## src/rtl/generator_if.sv

```systemverilog
// DAC pin bundle: serial data, chip select, clear and SPI clock.
// The generator drives it through the master modport; a board model or bench observes it through slave.
interface generator_if;
  logic spi_mosi;
  logic dac_cs;
  logic dac_clr;
  logic spi_sck;

  modport master (output spi_mosi, output dac_cs, output dac_clr, output spi_sck);
  modport slave  (input  spi_mosi, input  dac_cs, input  dac_clr, input  spi_sck);
endinterface

```

## src/rtl/generator.sv

```systemverilog
// Free-running sawtooth generator that streams one 32-bit LTC2624-style write frame per sample.
// All state changes happen on sck ticks, which occur every CLK_DIV clk cycles.
module generator #(
  parameter int          CLK_DIV = 1,
  parameter logic [11:0] STEP    = 12'd1,
  parameter logic [3:0]  CMD     = 4'b0011,
  parameter logic [3:0]  ADDR    = 4'b1111,
  parameter int          GAP     = 2
) (
  input  logic     clk,
  input  logic     rst,
  generator_if.master dac
);
  localparam int DW = (CLK_DIV > 1) ? $clog2(CLK_DIV) : 1;
  localparam int GW = $clog2(GAP + 1);

  typedef enum logic [1:0] {IDLE, SHIFT, FINISH} state_t;

  typedef struct packed {
    logic [7:0]  pad;
    logic [3:0]  cmd;
    logic [3:0]  addr;
    logic [11:0] data;
    logic [3:0]  tail;
  } frame_t;

  state_t         state_q;
  logic [11:0]    sample_q;
  logic [31:0]    sh_q;
  logic [5:0]     bcnt_q;
  logic [GW-1:0]  gap_q;
  logic [DW-1:0]  div_q;
  logic           cs_q, sck_q, mosi_q, clr_q;
  logic           tick;
  frame_t         frame_d;

  assign frame_d = '{pad: 8'h00, cmd: CMD, addr: ADDR, data: sample_q, tail: 4'h0};
  // Tick on the first edge after reset so the frame starts immediately.
  assign tick    = (div_q == '0);

  always_ff @(posedge clk or negedge rst) begin
    if (!rst) begin
      state_q  <= IDLE;
      sample_q <= '0;
      sh_q     <= '0;
      bcnt_q   <= '0;
      gap_q    <= '0;
      div_q    <= '0;
      cs_q     <= 1'b1;
      sck_q    <= 1'b0;
      mosi_q   <= 1'b0;
      clr_q    <= 1'b0;
    end else begin
      clr_q <= 1'b1;
      div_q <= (div_q == DW'(CLK_DIV - 1)) ? '0 : div_q + DW'(1);
      if (tick) begin
        case (state_q)
          IDLE: begin
            if (gap_q == '0) begin
              cs_q    <= 1'b0;
              // Bit 31 goes out now; the register holds the rest pre-aligned to the MSB.
              mosi_q  <= frame_d[31];
              sh_q    <= {frame_d[30:0], 1'b0};
              bcnt_q  <= '0;
              state_q <= SHIFT;
            end else begin
              gap_q <= gap_q - GW'(1);
            end
          end
          SHIFT: begin
            if (!sck_q) begin
              sck_q  <= 1'b1;
              bcnt_q <= bcnt_q + 6'd1;
            end else if (bcnt_q == 6'd32) begin
              sck_q   <= 1'b0;
              mosi_q  <= 1'b0;
              state_q <= FINISH;
            end else begin
              sck_q  <= 1'b0;
              mosi_q <= sh_q[31];
              sh_q   <= {sh_q[30:0], 1'b0};
            end
          end
          FINISH: begin
            cs_q     <= 1'b1;
            sample_q <= sample_q + STEP;
            gap_q    <= GW'(GAP);
            state_q  <= IDLE;
          end
          default: state_q <= IDLE;
        endcase
      end
    end
  end

  assign dac.spi_mosi = mosi_q;
  assign dac.dac_cs   = cs_q;
  assign dac.dac_clr  = clr_q;
  assign dac.spi_sck  = sck_q;
endmodule

```

## src/flat_wrapper.sv

```systemverilog
// flat-port wrapper written by rule: the top's interface ports become plain ports
module generator_flat 
#(
  parameter int          CLK_DIV = 1,
  parameter logic [11:0] STEP    = 12'd1,
  parameter logic [3:0]  CMD     = 4'b0011,
  parameter logic [3:0]  ADDR    = 4'b1111,
  parameter int          GAP     = 2
)
  (clk, rst, dac_spi_mosi, dac_dac_cs, dac_dac_clr, dac_spi_sck);
  generator_if dac_i ();
  input  logic clk;
  input  logic rst;
  output wire logic [$bits(dac_i.spi_mosi)-1:0] dac_spi_mosi;
  output wire logic [$bits(dac_i.dac_cs)-1:0] dac_dac_cs;
  output wire logic [$bits(dac_i.dac_clr)-1:0] dac_dac_clr;
  output wire logic [$bits(dac_i.spi_sck)-1:0] dac_spi_sck;
  assign dac_spi_mosi = dac_i.spi_mosi;
  assign dac_dac_cs = dac_i.dac_cs;
  assign dac_dac_clr = dac_i.dac_clr;
  assign dac_spi_sck = dac_i.spi_sck;
  generator #(.CLK_DIV(CLK_DIV), .STEP(STEP), .CMD(CMD), .ADDR(ADDR), .GAP(GAP)) u_core (.clk(clk), .rst(rst), .dac(dac_i));
endmodule
```

## config.mk

```make
export PLATFORM = sky130hd
export DESIGN_NAME = generator_flat
export DESIGN_NICKNAME = d
export VERILOG_FILES = /design/src/rtl/generator_if.sv /design/src/rtl/generator.sv /design/src/flat_wrapper.sv
export SDC_FILE = /design/constraint.sdc
export NUM_CORES = 1
export LEC_CHECK = 0
export ABC_CLOCK_PERIOD_IN_PS = 3100
export CORE_ASPECT_RATIO = 0.6
export CORE_UTILIZATION = 40
export CTS_BUF_LIST = sky130_fd_sc_hd__clkbuf_16
export CTS_CLUSTER_DIAMETER = 30
export DETAILED_ROUTE_END_ITERATION = 10
export GPL_TIMING_DRIVEN = 0
export PLACE_DENSITY = 0.6
export SYNTH_ARGS = -nofsm -noshare
export SYNTH_HDL_FRONTEND = slang
export SYNTH_SLANG_ARGS = --single-unit
```

## constraint.sdc

```tcl
create_clock -name clk -period 3.1 [get_ports clk]
set_input_delay 0.465 -clock clk [delete_from_list [all_inputs] [get_ports clk]]
set_output_delay 0.465 -clock clk [all_outputs]
set_load 0.005 [all_outputs]
```

======== Yosys cells after proc, flatten, opt, wreduce, memory -nomap -nowiden ========
Index checks and enable logic that the tools add are counted.
storage, ports and cells
  input bits .............................. 2
  word-level logic and storage cells ...... 56
  output and inout port bits .............. 4
  bits in registers ....................... 59
cells by class
  add/sub/neg operators ................... 4
  reductions and logical operators ........ 12
  bitwise gates (word level) .............. 1
  mux-type cells .......................... 20
  equal/unequal tests ..................... 9
operators by type and width
  operator                                                                 number
  32-bit two-way mux                                                       3
  32-bit case mux with 2 select lines                                      1
  12-bit by 1-bit adder with 12-bit output, second input constant          1
  6-bit two-way mux                                                        2
  6-bit case mux with 2 select lines                                       1
  4-bit AND reduction                                                      3
  2-bit two-way mux                                                        4
  2-bit case mux with 2 select lines                                       2
  6-bit by 1-bit adder with 6-bit output, second input constant            1
  6-bit == test, second input constant                                     1
  2-bit by 1-bit inequality test with 1-bit output, second input constant  3
  2-bit inequality test, second input constant                             3
  3-bit AND reduction                                                      2
  1-bit two-way mux                                                        5
  5-bit AND reduction                                                      1
  2-bit zero test                                                          2
  1-bit case mux with 2 select lines                                       2
  2-bit AND reduction                                                      2
  2-bit nonzero test                                                       2
  2-bit by 1-bit == test with 1-bit output, second input constant          1
  2-bit == test, second input constant                                     1
  2-bit by 1-bit subtractor with 2-bit output, second input constant       1
  1-bit adder, second input constant                                       1
  1-bit inverter                                                           1

======== Longest topological paths before layout ========
  word-level depth ........................ 4
  mapped depth ............................ 6
  gate-level depth less buffers ........... 5

======== Least setup slack after synthesis ========
Ideal clock, no wire load.
  kind .................................... register -> register
  start ................................... register u_core.bcnt_q[0]
  end ..................................... register u_core.sh_q[13]
  data arrival time ....................... 1.791 ns
  required time ........................... 2.972 ns
  library setup time ...................... 0.128 ns
  buffers on the path ..................... 1
  setup slack ............................. 1.181 ns
  clock period less this slack ............ 1.919 ns
  cell stages (with the launch flop) ...... 7
  cells stage by stage .................... dfrtp_1 > inv_1 > ha_1 > and4bb_1 > a211oi_4 > buf_6 > mux2_1
between the ends
  cells in the longest elaborated chain, start to end .. 3
ends and longest elaborated chain
  what                             RTL line         RTL
  start: declaration               generator.sv:30  logic [5:0] bcnt_q;
  start signal: assignment         generator.sv:73  bcnt_q <= bcnt_q + 6'd1;
  6-bit == test                    generator.sv:74  end else if (bcnt_q == 6'd32) begin
  2-bit inequality test (no line)  -
  5-bit AND reduction (no line)    -
  end signal: assignment           generator.sv:63  sh_q <= {frame_d[30:0], 1'b0};
  end signal: assignment           generator.sv:81  sh_q <= {sh_q[30:0], 1'b0};
  end: declaration                 generator.sv:29  logic [31:0] sh_q;
No other way between the ends.
A chain may end at the register's enable or synchronous reset.

======== Final worst setup path ========
  start ................................... register u_core.gap_q[0]
  end ..................................... register u_core.sh_q[13]
between the ends
  cells in the longest elaborated chain, start to end .. 3
ends and longest elaborated chain
  what                                                        RTL line         RTL
  start: declaration                                          generator.sv:31  logic [GW-1:0] gap_q;
  start signal: assignment                                    generator.sv:67  gap_q <= gap_q - GW'(1);
  start signal: assignment                                    generator.sv:87  gap_q <= GW'(GAP);
  2-bit zero test                                             generator.sv:59  if (gap_q == '0) begin
  2-bit by 1-bit inequality test with 1-bit output (no line)  -
  5-bit AND reduction (no line)                               -
No other way between the ends.

==> impl_metrics.toml <==
[clock_network]
root_buffer = "clkbuf_16"
clock_latency_ns = 0.29
clkSinkCount = 53
postCtsSetupBuffers = 0
htree_levels = 2
tritoncts = "yes"
ctsHoldBuffers = 0
cts.reportedPaths.clkPinSlew_ns = 0.07
clk_path_buf_depth = 2
numCtsBuffers = 5
cts_resized = 0

[synth]
synthMostInstantiatedCell = "dfrtp_1"
synth_edf_count = 0
synth_warnings = 0
synth_area_um2 = 2510
syn_nets = 215
synth_common_cells = "dfrtp_1, mux2_2, nand2_1, inv_1, mux2i_1"
yosysTopAreaCell = "dfrtp_1"
synth_top_area_frac = 0.519
synthFlopType = "dfrtp_1"
avgSynthCellArea_um2 = 12.0
ys_ff_latch = 53
syn-instance-count = 209
ys_top_cells_by_area = "dfrtp_1, mux2_2, mux2i_1"
yosysSeqAreaShare = 0.529
ys_types = 43
ys_async_sr_fraction = 1.00

[final_layout]
syn_to_final_growth_pct = 12.1
ff_latch_area_um2 = 1330
fillerInstances = 522
final_cell_area_um2 = 2810
multi_input_area_um2 = 1080
final_cells = 303
drive_gt1_frac = 0.206
final_nets = 228
num_antenna_cells = 0

[run]
drv_cap = 0

[route]
antenna_left = 0
drt-initial-drc-count = 51
vias = 1519
routedWlPerCell_um = 14.3
drt-pass1-iter-count = 4
drc_errors = 0
wl_um = 4330
viasPerCell = 5.01

[grt]
grt_usage = 0.159
gr-total-overflow = 0
antenna_found_initial = 0
grt_max_degree = 34
grt_pass1_vias = 1573
grt_pass1_wl_um = 7940

[timing]
rsz0062_at_grt = "no"
hold_viol = 0
fin_worst_skew_ns = 0.00704
relSlewSlack = 0.601
min_period_over_period = 0.705
timing.fmax_mhz = 457
tightest_slew_ns = 0.597
fin_setup_tns_ns = 0
maxSlewViolCount = 0
setup_viol = 0
period_minus_slack_ns = 2.19

[pwr]
peakVddDrop_mv = 0.237
p_per_area_nw_per_um2 = 443
p_leak_nw = 1.33

[hold_path]
hold_path.class = "input pin to asynchronous set/reset pin"

[worst_setup_path]
crit_arrival_ns = 2.36
crit_fanout = 10
rr_worst_depth = 6
critPathLaunchType = "register"
crit_path_end_kind = "register"
timing.rr.start = "u_core.gap_q[0]"
required_ns = 3.27
r2r-end = "u_core.sh_q[13]"
reg2reg_slack_ns = 0.91
path_class = "register to register"
cp-startpoint = "u_core.gap_q[0]"

[die]
io_pins = 6
die_h_um = 63.3
initial_core_util = 0.432
die_x_um = 104
fp.dieArea_um2 = 6600
core_area_um2 = 5810
rows = 21

[placed_design]
placed_cells = 295
place_area_um2 = 2670
port-buffer-count = 5
gp_congestion = 0.759
dp_hpwl_um = 2920

[run_status]
status = "finished, final reports clean"
==> cell families after synthesis <==
group,share of synthesized area
adder cells (fa/ha/maj),0.0200
buffers and inverters,0.0394
XOR/XNOR,0.0419
multiplexers,0.183
flip-flops,0.529
AO/OA/AOI/OAI,0.0494
other,0.00150
AND/OR/NAND/NOR,0.136
==> worst max-delay path, cell delays in order (launching register included) <==
cell and delay [ns]:
dfrtp_1 0.41, inv_1 0.07, ha_1 0.29, mux2i_1 0.20, a211oi_4 0.51, buf_6 0.25
mux2_1 0.33
==> cell usage in the layout (no fill, tap or decap), types with 3 or more instances in the layout <==
cell type	count
dfrtp_1	52
mux2_2	28
nand2_1	19
inv_1	14
mux2i_1	12
nand2b_1	9
xor2_1	7
nor2b_1	5
buf_2	5
xnor2_1	5
clkbuf_16	5
nand4_1	4
o21ai_0	4
ha_1	4
clkdlybuf4s50_1	4
nor3_1	3
nand3_1	3
==> power by group <==
group	switching [mW]	internal [mW]
Combinational	0.0143	0.00407
Clock	0.241	0.292
Sequential	0.000192	0.692
==> flip-flops by register name, summed over array words and instances (netlist names) <==
name	count
u_core.state_q	2
u_core.dac.spi_mosi	1
u_core.bcnt_q	6
u_core.dac.dac_cs	1
u_core.sample_q	12
u_core.sh_q	27
u_core.dac.spi_sck	1
u_core.gap_q	2
u_core.dac.dac_clr	1
==> per-layer routing <==
layer,GRT usage,up-vias,wire length (µm)
met3,0.0652,6,184
met5,0,-,0
met1,0.234,746,2510
met2,0.208,20,1590
met4,0.0482,0,48
li1,-,747,-
==> area by class of cell <==
type	count	area share
sequential	53	0.472
multi-input combinational	135	0.385
clock buffer	5	0.0445
tap	80	0.0356
timing repair buffer	6	0.0232
inverter	14	0.0187
buffer	7	0.0165
clock inverter	3	0.00445
==> stage by stage <==
step | setup WS, ns | hold slack (ns) | total power, mW | util
final | 0.913 | 0.133 | 1.24 | 0.484
after global routing | 0.736 | 0.156 | 1.30 | 0.484
after CTS | 0.904 | 0.142 | 1.27 | 0.484
after detailed placement | 0.931 | 0.459 | 0.725 | 0.460
after global placement | -0.107 | 0.455 | 0.722 | 0.458
after floorplan | 1.18 | 0.169 | 0.706 | -
==> worst max path at each step <==
stage                       to  slack [ns]  cells past startpoint
4_1_cts         u_core.sh_q[7]        0.90                      6
6_report       u_core.sh_q[13]        0.91                      6
3_5_place_dp   u_core.sh_q[13]        0.93                      6
5_1_grt        u_core.sh_q[10]        0.74                      6
2_1_floorplan  u_core.sh_q[13]        1.18                      6
3_3_place_gp   u_core.sh_q[20]       -0.11                      1
Power figures use the tool's default switching activity.
